**config.mk**
```make
export PLATFORM = sky130hd
export DESIGN_NAME = if_fetch_queue
export DESIGN_NICKNAME = d
export VERILOG_FILES = /design/src/rtl/if_fetch_queue.sv
export SDC_FILE = /design/constraint.sdc
export NUM_CORES = 1
export LEC_CHECK = 0
export ABC_AREA = 1
export CORE_MARGIN = 3
export CORE_UTILIZATION = 30
export CTS_BUF_LIST = sky130_fd_sc_hd__clkbuf_8
export DETAILED_ROUTE_END_ITERATION = 6
export MAX_ROUTING_LAYER = met4
export PLACE_DENSITY = 0.55
export SYNTH_ARGS = -nofsm -noshare
export SYNTH_HDL_FRONTEND = slang
export SYNTH_SLANG_ARGS = --single-unit
```
**constraint.sdc**
```tcl
create_clock -name clk -period 7.6 [get_ports clk]
set_input_delay 1.14 -clock clk [delete_from_list [all_inputs] [get_ports clk]]
set_output_delay 1.14 -clock clk [all_outputs]
set_load 0.03 [all_outputs]
```
**src/rtl/if_fetch_queue.sv**
```systemverilog
// Instruction-fetch stage: drives the ROM address from the PC and buffers fetched
// {pc, inst} pairs in a small FIFO presented to decode over a valid/ready handshake.
module if_fetch_queue #(
  parameter logic [31:0] RESET_PC = 32'h0000_0000,
  parameter int          DEPTH    = 2,
  parameter logic [31:0] NOP_INST = 32'h0000_0013
) (
  input  logic        clk,
  input  logic        rst,
  input  logic        fetch_en,
  output logic [31:0] imem_addr,
  input  logic [31:0] imem_inst,
  input  logic        redirect_valid,
  input  logic [31:0] redirect_pc,
  output logic        out_valid,
  input  logic        out_ready,
  output logic [31:0] out_pc,
  output logic [31:0] out_inst,
  output logic [31:0] fetch_cnt
);

  localparam int PTR_W = (DEPTH > 1) ? $clog2(DEPTH) : 1;
  localparam int CNT_W = $clog2(DEPTH + 1);

  localparam logic [CNT_W-1:0] FULL_CNT = CNT_W'(DEPTH);
  localparam logic [CNT_W-1:0] CNT_ONE  = CNT_W'(1);
  localparam logic [PTR_W-1:0] PTR_ONE  = PTR_W'(1);

  logic [31:0]      pc, pc_next;
  logic [PTR_W-1:0] rd_ptr, rd_ptr_next;
  logic [PTR_W-1:0] wr_ptr, wr_ptr_next;
  logic [CNT_W-1:0] count, count_next;

  logic [31:0] entry_pc   [DEPTH];
  logic [31:0] entry_inst [DEPTH];

  logic pop;
  logic push;
  logic has_room;

  assign imem_addr = pc;

  // Outputs depend only on registered FIFO state, never on out_ready.
  assign out_valid = (count != '0);
  assign out_pc    = out_valid ? entry_pc[rd_ptr]   : 32'h0000_0000;
  assign out_inst  = out_valid ? entry_inst[rd_ptr] : NOP_INST;

  always_comb begin
    pop         = out_valid & out_ready;
    has_room    = (count < FULL_CNT) | pop;
    push        = fetch_en & ~redirect_valid & has_room;

    pc_next     = pc;
    rd_ptr_next = rd_ptr;
    wr_ptr_next = wr_ptr;
    count_next  = count;

    if (redirect_valid) begin
      // A pop completing alongside a redirect is swallowed by the flush.
      pc_next     = {redirect_pc[31:2], 2'b00};
      rd_ptr_next = '0;
      wr_ptr_next = '0;
      count_next  = '0;
    end else begin
      if (push) begin
        pc_next     = pc + 32'd4;
        wr_ptr_next = wr_ptr + PTR_ONE;
      end
      if (pop) begin
        rd_ptr_next = rd_ptr + PTR_ONE;
      end
      unique case ({push, pop})
        2'b10:   count_next = count + CNT_ONE;
        2'b01:   count_next = count - CNT_ONE;
        default: count_next = count;
      endcase
    end
  end

  always_ff @(posedge clk or posedge rst) begin
    if (rst) begin
      pc        <= RESET_PC;
      rd_ptr    <= '0;
      wr_ptr    <= '0;
      count     <= '0;
      fetch_cnt <= 32'h0000_0000;
    end else begin
      pc     <= pc_next;
      rd_ptr <= rd_ptr_next;
      wr_ptr <= wr_ptr_next;
      count  <= count_next;
      if (push) begin
        fetch_cnt <= fetch_cnt + 32'd1;
      end
    end
  end

  // Entries are not cleared on redirect; the zeroed count hides them.
  always_ff @(posedge clk or posedge rst) begin
    if (rst) begin
      for (int i = 0; i < DEPTH; i++) begin
        entry_pc[i]   <= 32'h0000_0000;
        entry_inst[i] <= NOP_INST;
      end
    end else if (push) begin
      entry_pc[wr_ptr]   <= pc;
      entry_inst[wr_ptr] <= imem_inst;
    end
  end

endmodule

```
==> flow_summary_export.csv <==
group,metric,value,unit
synth,synth_seq_cells,190,
placement,gp_congestion,0.917,
synth,synth-edff-count,0,
placement,dpl.hpwl,19.5,mm
sta,rsz0062_at_grt,"no",
sta,tightest_slew,929,ps
synth,synth_top_area_share,0.478,
sta,fin_crit,4280,ps
synth,synth_area_leaders,"dfrtp_1, nand2_1, o21ai_1",
sta,finClkSkew,24.7,ps
detailed_routing,via_per_inst,4.66,
sta,timing.fmax,234,MHz
critical_path,critPathArrivalTime,3140,ps
critical_path,cp-startpoint,"count[1]",
clock_network,cts_htree_levels,4,
detailed_routing,dr_wl_met2,12.6,mm
detailed_routing,ant_nets,0,
critical_path,path_cells,"nor2_4, buf_4, inv_1, nand3_1, clkdlybuf4s50_1",
global_route,grt_first_pass_wirelength,46.0,mm
detailed_routing,wl_met3,1.40,mm
cells_and_area,n_antenna_cell,0,
sta,setup_viol,0,
cells_and_area,area_growth_syn_to_layout,26.4,%
power,finalPower,0.00346,W
synth,yosysSeqAreaShare,0.494,
cells_and_area,mostFrequentLayoutCells,"nand2_1, clkdlybuf4s50_1, dfrtp_1",
synth,yosysWarningCount,0,
synth,async_reset_ff_frac,1.00,
die,die_w,185,µm
die,die-area,34300,µm²
cells_and_area,drive_gt1_frac,0.0442,
detailed_routing,drcViolationCount,0,
die,num_io_pins,198,
sta,fin_setup_tns,0,ps
power,ir_worst_vdd,0.124,mV
die,fp-row-count,64,
synth,netlist_area,9640,µm²
detailed_routing,wl_met1,14.4,mm
global_route,grt_max_degree,126,
detailed_routing,drt_wl_total,28.7,mm
clock_network,cts_buffers,17,
synth,synth_ff_type,"dfrtp_1",
die,core_region_area,31100,µm²
clock_network,path_clk_slew,110,ps
critical_path,cp_max_fo,41,
cells_and_area,nNetsFinal,1531,
power,power_density,284,nW/µm²
run_status,status,"completed",
critical_path,cp_slowest_cell,"clkdlybuf4s50_1",
detailed_routing,drtIter0Drc,570,
global_route,grt.total_usage,0.174,
power,p_leak,5.49,nW
clock_network,clockBufferDepth,2,
run,maxCapViolCount,0,
critical_path,crit_buf_inv,3,
critical_path,max_stage_delay,730,ps
clock_network,cts_hold_buf,0,
placement,port-buffer-count,191,
clock_network,cts_resized,0,
detailed_routing,dr.pass1.iters,5,
critical_path,cp-end-kind,"primary output",
clock_network,cts_tree,"built",
sta,hold_ws,478,ps
critical_path,critPathKind,"reg2out",
critical_path,required,6460,ps
worst_hold_path,worstHoldStart,"entry_inst[36]",
placement,post-place-ws,3450,ps
die,die_height,185,µm
sta,fin_crit_sh,0.563,
synth,synth_top_area_cell,"dfrtp_1",
synth,synth_area_per_cell,7.42,µm²
clock_network,clock-sinks,190,
cells_and_area,final_common_cell,"nand2_1",
critical_path,cp_top_family,"buffers and inverters",
die,start_util,0.309,
sta,relSlewSlack,0.381,
critical_path,reg2reg_from,"count[1]",
detailed_routing,vias,8696,
sta,finalMaxSlewViolations,0,
clock_network,post_cts_buffers,0,
global_route,grt_overflow,0,
critical_path,start_kind,"register",
synth,ys_types,34,
sta,hold_violations,0,
worst_hold_path,worstHoldPathType,"reg2reg",
clock_network,root_buffer,"clkbuf_8",
detailed_routing,top_layer,"met4",
clock_network,clk_latency,480,ps
global_route,antenna_found_initial,0,
global_route,first_global_vias,8358,
detailed_routing,wire_per_inst,15.3,µm
sta,fin_ws,3320,ps
synth,syn_inst,1299,
area by class of cell:
type | count | area [µm²]
Tap cell | 396 | 495
Clock inverter | 14 | 124
Fill cell | 3243 | 19000
Timing Repair Buffer | 198 | 1960
Inverter | 127 | 484
Clock buffer | 17 | 234
Multi-Input combinational cell | 926 | 4110
Sequential cell | 190 | 4760
kinds of logic after synthesis:
kind of cell    after synthesis  synth area share
buf+inv                     186            0.0814
flops                       190             0.494
fa+ha+maj                     2           0.00260
other cells                   1          0.000389
simple gates                667             0.277
xor+xnor                     22            0.0200
compound gates              231             0.125
worst paths after layout:
kind / depth (start not counted) / slack [ps] / to
worst max-delay path: 5 / 3320 / out_inst[0]
worst min register to register: 2 / 480 / entry_inst[36]
worst min-delay path: 2 / 480 / entry_inst[36]
worst max register to register: 7 / 5050 / entry_inst[63]
min in group asynchronous: 2 / 1240 / entry_pc[37]
max in group asynchronous: 3 / 4970 / entry_inst[51]
tightest hold or removal path, cell delays in order (launching register included):
cell and delay, ps:
dfstp_2 380, nand2_1 50, o21ai_1 50
state kept, by name, indices dropped and copies added (netlist names):
| signal | count |
|---|---|
| count | 2 |
| fetch_cnt | 32 |
| wr_ptr | 1 |
| entry_inst | 64 |
| rd_ptr | 1 |
| entry_pc | 60 |
| imem_addr | 30 |
routing by layer:
metal / vias up / global-route usage
li1: 4405 / -
met1: 4044 / 0.251
met2: 232 / 0.260
met3: 15 / 0.0271
met4: 0 / 0.0366
met5: - / -
through the flow:
step / std cells / utilization / area, µm²
CTS: 1868 / 0.391 / 12200
floorplan: 1302 / - / 9650
global route: 1868 / 0.391 / 12200
finish: 1868 / 0.391 / 12200
detailed placement: 1837 / 0.379 / 11800
global placement: 1837 / 0.379 / 11800
synth_stat cells (7+ instances only):
cell type / n
a21oi_1: 64
buf_2: 15
buf_6: 7
clkbuf_1: 28
dfrtp_1: 184
inv_1: 125
nand2_1: 494
nand3_1: 57
nand4_1: 8
nor2_1: 87
o21ai_0: 44
o21ai_1: 108
xor2_1: 16
report_power, final:
part           switching [W]  total [W]  internal, W
Clock               0.000410   0.000647     0.000238
Combinational       0.000825    0.00132     0.000493
Sequential          0.000188    0.00149      0.00131
(Power assumes the default switching activity.)
